==> config.mk <==
export PLATFORM = sky130hd
export DESIGN_NAME = cmd_scheduler
export DESIGN_NICKNAME = d
export VERILOG_FILES = /design/src/rtl/cmd_scheduler.sv
export SDC_FILE = /design/constraint.sdc
export NUM_CORES = 1
export LEC_CHECK = 0
export ABC_AREA = 0
export BUFFER_PORTS_ARGS = -buffer_cell sky130_fd_sc_hd__buf_2
export CORE_ASPECT_RATIO = 0.8
export CORE_MARGIN = 3
export CORE_UTILIZATION = 40
export DETAILED_ROUTE_END_ITERATION = 16
export SYNTH_ARGS = -nofsm -noshare
export SYNTH_HDL_FRONTEND = slang
export SYNTH_SLANG_ARGS = --single-unit
export TNS_END_PERCENT = 1
==> constraint.sdc <==
create_clock -name clk -period 5.2 [get_ports clk]
set_clock_uncertainty 0.05 [all_clocks]
set_input_delay 0.26 -clock clk [delete_from_list [all_inputs] [get_ports clk]]
set_output_delay 0.26 -clock clk [all_outputs]
set_load 0.02 [all_outputs]
==> src/rtl/cmd_scheduler.sv <==
// rtl/cmd_scheduler.sv - timestamped command scheduler: FIFO fetch, time compare, bus write issue
module cmd_scheduler #(
    parameter int TIME_W = 32,
    parameter int ADDR_W = 19,
    parameter int DATA_W = 32,
    parameter int CNT_W  = 16,
    localparam int CMD_W = TIME_W + DATA_W + ADDR_W
) (
    input  logic              clk,
    input  logic              rst,
    input  logic [TIME_W-1:0] current_time,
    output logic              reset_time,
    input  logic              rel_mode,
    input  logic              enable,
    input  logic [CMD_W-1:0]  cmd_fifo_dout,
    input  logic              cmd_fifo_empty,
    input  logic              cmd_fifo_valid,
    output logic              cmd_fifo_rd_en,
    output logic [ADDR_W-1:0] cmd_bus_addr,
    output logic [DATA_W-1:0] cmd_bus_data,
    output logic              cmd_bus_en,
    output logic              cmd_bus_wr,
    output logic              cmd_bus_rd,
    input  logic              cmd_bus_ready,
    output logic              busy,
    output logic [CNT_W-1:0]  issued_cnt,
    output logic [CNT_W-1:0]  late_cnt
);

    typedef enum logic [2:0] {
        S_IDLE,
        S_FETCH,
        S_WAIT,
        S_EXEC,
        S_ISSUE
    } state_t;

    localparam logic [CNT_W-1:0] CNT_ONE = {{(CNT_W-1){1'b0}}, 1'b1};

    state_t            state_q, state_d;
    logic [CMD_W-1:0]  cmd_q, cmd_d;
    logic [TIME_W-1:0] last_q, last_d;
    logic [CNT_W-1:0]  issued_q, issued_d;
    logic [CNT_W-1:0]  late_q, late_d;
    logic [ADDR_W-1:0] addr_q, addr_d;
    logic [DATA_W-1:0] data_q, data_d;
    logic              en_q, en_d;
    logic              rst_time_q, rst_time_d;
    logic              rd_en;

    logic [TIME_W-1:0] cmd_t;
    logic [DATA_W-1:0] cmd_data;
    logic [ADDR_W-1:0] cmd_addr;
    logic [TIME_W-1:0] elapsed;
    logic              is_treset;
    logic              due;
    logic              late_hit;

    assign cmd_t     = cmd_q[CMD_W-1 -: TIME_W];
    assign cmd_data  = cmd_q[ADDR_W +: DATA_W];
    assign cmd_addr  = cmd_q[ADDR_W-1:0];
    assign is_treset = &cmd_addr;

    // Unsigned subtraction wraps modulo 2^TIME_W, so deltas stay correct across timer rollover.
    assign elapsed  = current_time - last_q;
    assign due      = (cmd_t == '0)
                    | (!rel_mode && (current_time >= cmd_t))
                    | ( rel_mode && (elapsed >= cmd_t));
    assign late_hit = (cmd_t != '0) && !rel_mode && (current_time > cmd_t);

    always_comb begin
        state_d    = state_q;
        cmd_d      = cmd_q;
        last_d     = last_q;
        issued_d   = issued_q;
        late_d     = late_q;
        addr_d     = addr_q;
        data_d     = data_q;
        en_d       = en_q;
        rst_time_d = 1'b0;
        rd_en      = 1'b0;

        case (state_q)
            S_IDLE: begin
                state_d = S_FETCH;
            end
            S_FETCH: begin
                if (enable && !cmd_fifo_empty) begin
                    rd_en   = 1'b1;
                    state_d = S_WAIT;
                end
            end
            S_WAIT: begin
                if (cmd_fifo_valid) begin
                    cmd_d   = cmd_fifo_dout;
                    state_d = S_EXEC;
                end else begin
                    state_d = S_FETCH;
                end
            end
            S_EXEC: begin
                if (due) begin
                    if (late_hit && (late_q != '1)) begin
                        late_d = late_q + CNT_ONE;
                    end
                    if (is_treset) begin
                        // Timer-reset command: no bus access, just a one-cycle clear pulse.
                        rst_time_d = 1'b1;
                        last_d     = '0;
                        cmd_d      = '0;
                        state_d    = S_FETCH;
                    end else begin
                        en_d    = 1'b1;
                        addr_d  = cmd_addr;
                        data_d  = cmd_data;
                        state_d = S_ISSUE;
                    end
                end
            end
            S_ISSUE: begin
                if (cmd_bus_ready) begin
                    en_d    = 1'b0;
                    addr_d  = '0;
                    data_d  = '0;
                    cmd_d   = '0;
                    last_d  = current_time;
                    state_d = S_FETCH;
                    if (issued_q != '1) begin
                        issued_d = issued_q + CNT_ONE;
                    end
                end
            end
            default: begin
                state_d = S_IDLE;
            end
        endcase
    end

    always_ff @(posedge clk or negedge rst) begin
        if (!rst) begin
            state_q    <= S_IDLE;
            cmd_q      <= '0;
            last_q     <= '0;
            issued_q   <= '0;
            late_q     <= '0;
            addr_q     <= '0;
            data_q     <= '0;
            en_q       <= 1'b0;
            rst_time_q <= 1'b0;
        end else begin
            state_q    <= state_d;
            cmd_q      <= cmd_d;
            last_q     <= last_d;
            issued_q   <= issued_d;
            late_q     <= late_d;
            addr_q     <= addr_d;
            data_q     <= data_d;
            en_q       <= en_d;
            rst_time_q <= rst_time_d;
        end
    end

    assign cmd_fifo_rd_en = rd_en;
    assign cmd_bus_addr   = addr_q;
    assign cmd_bus_data   = data_q;
    assign cmd_bus_en     = en_q;
    assign cmd_bus_wr     = en_q;
    assign cmd_bus_rd     = 1'b0;
    assign reset_time     = rst_time_q;
    assign busy           = (state_q != S_FETCH);
    assign issued_cnt     = issued_q;
    assign late_cnt       = late_q;

endmodule

**Word-level counts from Yosys, hierarchy flattened**

Cells that the tools add are included.

- Register bits after elaboration: 203
- Output and inout port bits: 89
- Logic and storage cells: 82
- Input bits: 122

- Bitwise gates (word level): 2
- Reduce and logical (&&, ||, !) cells: 20
- Add/subtract/negate cells: 3
- Mux-type cells: 32
- $lt $le $gt $ge: 3
- Equal/unequal tests: 13

Operators with widths:

| cell | count |
|---|---|
| two-way mux 83 bit | 4 |
| one-hot mux 83 bit (3 select lines) | 1 |
| two-way mux 32 bit | 6 |
| one-hot mux 32 bit (2 select lines) | 2 |
| greater-or-equal comparator 32 bit | 2 |
| two-way mux 19 bit | 3 |
| one-hot mux 19 bit (2 select lines) | 1 |
| adder 16 x 1 -> 16 bit, second input constant | 2 |
| > comparator 32 bit | 1 |
| logical NOT 32 bit | 1 |
| != test 16 bit, second input constant | 2 |
| nonzero test 32 bit | 1 |
| subtractor 32 bit | 1 |
| AND reduction 19 bit | 1 |
| one-hot mux 3 bit (5 select lines) | 1 |
| two-way mux 3 bit | 4 |
| != test 2 bit, second input constant | 6 |
| AND reduction 3 bit | 3 |
| two-way mux 1 bit | 8 |
| AND reduction 4 bit | 2 |
| equality test 3 x 2 -> 1 bit, second input constant | 2 |
| logical AND 1 bit | 6 |
| AND reduction 5 bit | 1 |
| equality test 3 x 1 -> 1 bit, second input constant | 1 |
| other kinds (9) | 11 |

**Longest topological paths before layout**

- Word-level depth: 6
- Gate-level depth with buffers: 25
- Depth with buffers taken out: 22

**Worst setup path after synthesis**

OpenSTA, ideal clock, no wires.

- Kind: register -> register
- Start point: register last_q[0]
- End point: register cmd_q[10]
- Clock period less this slack: 4487 ps
- Slack: 713 ps
- Data arrival time: 4316 ps
- Path buffers: 3
- Cell stages (with the launch flop): 24
- Setup time: 121 ps
- Data required time: 5029 ps
- Path through: dfrtp_1 > ha_1 > inv_1 > fa_1 > a211oi_1 > nor2_1 > a211oi_1 > a31o_2 > a211oi_1 > o21ai_0 > nand2_1 > a21oi_1 > xnor2_1 > ha_1 > nand4_1 > or4_1 > o211ai_1 > a31o_2 > and2_1 > buf_2 > o22ai_2 > buf_6 > buf_6 > a22o_1

- Cells in the longest elaborated chain, start to end: 6

RTL lines:

| what | RTL line | source |
|---|---|---|
| start, declared | 42 | `logic [TIME_W-1:0] last_q, last_d;` |
| start signal, assigned | 153 | `last_q <= last_d;` |
| subtractor 32 bit | 65 | `assign elapsed = current_time - last_q;` |
| greater-or-equal comparator 32 bit | 68 | `\| ( rel_mode && (elapsed >= cmd_t));` |
| logical AND 1 bit | 68 |  |
| bitwise OR 1 bit | 68 |  |
| != test 2 bit (no source line) | - |  |
| AND reduction 5 bit (no source line) | - |  |
| end signal, assigned | 152 | `cmd_q <= cmd_d;` |
| end, declared | 41 | `logic [CMD_W-1:0] cmd_q, cmd_d;` |

Every way passes these cells.
A chain may end at the register's enable or synchronous reset.

**Worst setup path after layout**

- Start point: input current_time[2]
- End point: register cmd_q[15]

- Cells in the longest elaborated chain, start to end: 6
- Elaborated cells between the ends (all ways): 9
- Classes of those cells: 1 x add/sub; 2 x order compare; 1 x eq/ne; 2 x bitwise; 3 x reduce/logical

RTL lines:

| what | RTL line | source |
|---|---|---|
| start, declared | 11 | `input logic [TIME_W-1:0] current_time,` |
| subtractor 32 bit / greater-or-equal comparator 32 bit (equally long branches) | 65, 67 |  |
| greater-or-equal comparator 32 bit / logical AND 1 bit (equally long branches) | 68, 67 |  |
| logical AND 1 bit / bitwise OR 1 bit (equally long branches) | 68, 67 |  |
| bitwise OR 1 bit (*) | 68 |  |
| != test 2 bit (no source line) (*) | - |  |
| AND reduction 5 bit (no source line) (*) | - |  |

Every way passes the cells marked *; elsewhere a longest branch is shown, timed or not.

==> results_dict.tcl <==
set metrics [dict create \
    status "complete, no violations" \
    crit_path_max_fanout 18 \
    core.rowCount 53 \
    slew_headroom_pct 24.1 \
    synthFlopType "dfrtp_1" \
    postLayoutCoreUtil_pct 54.1 \
    portBuffers 209 \
    place_congestion 0.857 \
    hpwl_mm 22.1 \
    max_cap_viol_count 0 \
    drt_pass1_iterations 5 \
    final_net_count 1567 \
    synth-edff-count 0 \
    dieWidth_um 192 \
    synth_cell_types 60 \
    slew_violations 0 \
    clock_latency_ns 0.52 \
    hp-class "input port to flop" \
    worst_pin_slew_ns 1.14 \
    synth_nets 1250 \
    start_util_pct 41.4 \
    crit_chain "dlygate4sd3_1, buf_2, ha_1, o21a_1, o31a_1, o21ai_0, a21boi_2, a41oi_1, buf_4, o31ai_2, buf_4, nand3_1, a21oi_1, xnor2_1, ha_1, nand4_1, or4_1, o211ai_1, a31o_2, and2_4, o22ai_4, buf_4, clkbuf_16, a22o_1" \
    setup_viol 0 \
    reg2reg_slack_ns 0.32 \
    wl_per_cell_um 18.7 \
    cts_tree "done" \
    crit_family "compound AO/OA/AOI/OAI gates" \
    via_count 9337 \
    post-place-cells 1562 \
    ys_seq_area_share_pct 45.8 \
    io_pins 211 \
    antenna_found_initial 1 \
    timing.final.ws_setup_ns 0.280 \
    die_height_um 155 \
    grt_usage_pct 21.3 \
    layout.cells.non_filler 1721 \
    seqCellArea_um2 5080 \
    syn_area_um2 11100 \
    syn_avg_cell_area_um2 10.8 \
    cts.path.max_buffers 3 \
    core_area_um2 26800 \
    nFillCells 2388 \
    slowest_stage "or4_1" \
    ir_drop_v 0.000308 \
    hold_viol 0 \
    routed_via_density 5.43 \
    cts.reportedPaths.clkPinSlew_ns 0.06 \
    crit_top_cell "buf_4" \
    drive_gt1_share_pct 21.7 \
    synthArstFlopShare_pct 100 \
    numCtsBuffers 22 \
    cts-root-buf "clkbuf_16" \
    dieArea_um2 29800 \
    hold_ws_ns 0.0257 \
    worstPathRequired_ns 5.56 \
    final_cell_area_um2 14500 \
    crit_path_start_kind "input port" \
    area_growth_pct 30.8 \
    yosys_register_bits 203 \
    timing.fmax_mhz 203 \
    powerDensity_nw_per_um2 541 \
    routed_wl_mm 32.2 \
    pre_cts_ws_ns 0.234 \
    cp_num_buf_inv 6 \
    h-tree-depth 1 \
    setup_tns_ns 0 \
    syn_inst 1030 \
    worstSetupEndpointType "flop" \
    dpl_cell_area_um2 12500 \
    drc 0 \
    period_needed_ns 4.92 \
    cts.sink_count 203 \
    overflow 0 \
    finalCritPeriodShare_pct 94.6 \
    multi_input_area_um2 5500 \
    yosys_warnings 0 \
    drtAntennaViolNets 0 \
    grt_pass1_wl_mm 51.6 \
    grt_pass1_vias 9435 \
    dr.first_iter.drc_count 463 \
    worst_ep_arrival_time_ns 5.28 \
    power.leakage_nw 7.10 \
    grt_max_degree 88 \
    critical-path-max-stage-delay_ns 0.55 \
    power.total_mw 7.85 \
    crit_type "input port to flop" \
]
## placed cells by master, fill, tap and decap left out, drive strengths merged, types with 5 or more instances in the layout
master,synthesis,layout
buf,23,232
dfrtp,203,203
a22o,115,115
dlygate4sd3,0,113
ha,97,97
inv,70,70
nand3,68,68
o2bb2ai,51,51
a21o,45,45
xnor2,42,42
a21oi,42,42
nand2,37,37
nor2,30,30
nand4,29,29
clkbuf,31,27
o21ai,16,16
and3,15,15
xor2,14,14
nor4,9,9
a211oi,8,8
nor3,8,8
o21a,7,7
clkinv,0,7
nand2b,6,6
nor2b,5,5
o211ai,5,5
clkinvlp,0,5
and2,5,5
## worst paths after layout
path | from | to | cells after the start
worst max-delay path | current_time[2] | cmd_q[15] | 24
worst min-delay path | current_time[1] | last_q[1] | 2
worst max register to register | last_q[2] | cmd_q[15] | 23
worst min register to register | cmd_bus_data[21] | cmd_bus_data[21] | 1
max in group asynchronous | rst | cmd_bus_data[17] | 3
min in group asynchronous | rst | last_q[17] | 2
## routing by layer
| layer | up-vias | part of all wire [%] | GRT usage, % | wire length (um) |
|---|---|---|---|---|
| li1 | 4483 | - | - | - |
| met1 | 4563 | 50 | 32.6 | 16000 |
| met2 | 239 | 42 | 31.4 | 13700 |
| met3 | 52 | 5.2 | 3.33 | 1670 |
| met4 | 0 | 2.7 | 5.34 | 853 |
| met5 | - | 0 | 0 | 0 |
## power breakdown
group	internal [mW]	switching, mW
logic	1.71	2.00
registers	2.09	0.396
clock network	0.962	0.688
## repair_timing
item	CTS	global route
hold endpoints to repair	198	0
hold buffers	113	0
resized for setup	0	7
endpoints found under the setup margin	0	167
setup buffers	0	4
## state kept, by name, indices dropped and copies added, names as in the netlist
| name | cells |
|---|---|
| issued_cnt | 16 |
| cmd_bus_addr | 19 |
| state_q | 3 |
| cmd_q | 83 |
| reset_time | 1 |
| last_q | 32 |
| cmd_bus_data | 32 |
| late_cnt | 16 |
| cmd_bus_en | 1 |
## synthesized netlist by cell type, drive strengths merged (9+ instances only)
library cell  number  area share, %
clkbuf            31            1.0
a21o              45            3.0
a22o             115            9.1
a21oi             42            1.9
nand4             29            1.6
nand2             37            1.3
xor2              14            1.1
nor2              30            1.0
o21ai             16           0.76
o2bb2ai           51            4.0
buf               23            1.6
and3              15           0.85
ha                97             11
nand3             68            3.1
inv               70            2.4
nor4               9           0.51
dfrtp            203             46
xnor2             42            3.3
## cells by family after synthesis
| kind of cell | count (synthesis) | share of synthesized area (%) |
|---|---|---|
| AOI/OAI and AO/OA | 319 | 22.7 |
| xor gates and xnor gates | 56 | 4.42 |
| adders and majority gates | 98 | 11.1 |
| buffers and inverters | 124 | 5.05 |
| DFF | 203 | 45.8 |
| muxes | 3 | 0.293 |
| other | 1 | 0.0338 |
| and+or+nand+nor | 226 | 10.6 |
## cell type report
cell class | count | share of cell area, %
inverters | 70 | 1.81
well taps | 357 | 3.08
repair buffers | 347 | 16.9
flip-flops and latches | 203 | 35.0
clock buffers | 25 | 4.01
diodes | 1 | 0.0173
multi-input cells | 703 | 38.0
clock inverters | 15 | 1.23
No activity file was read; power rests on OpenSTA's default activity.
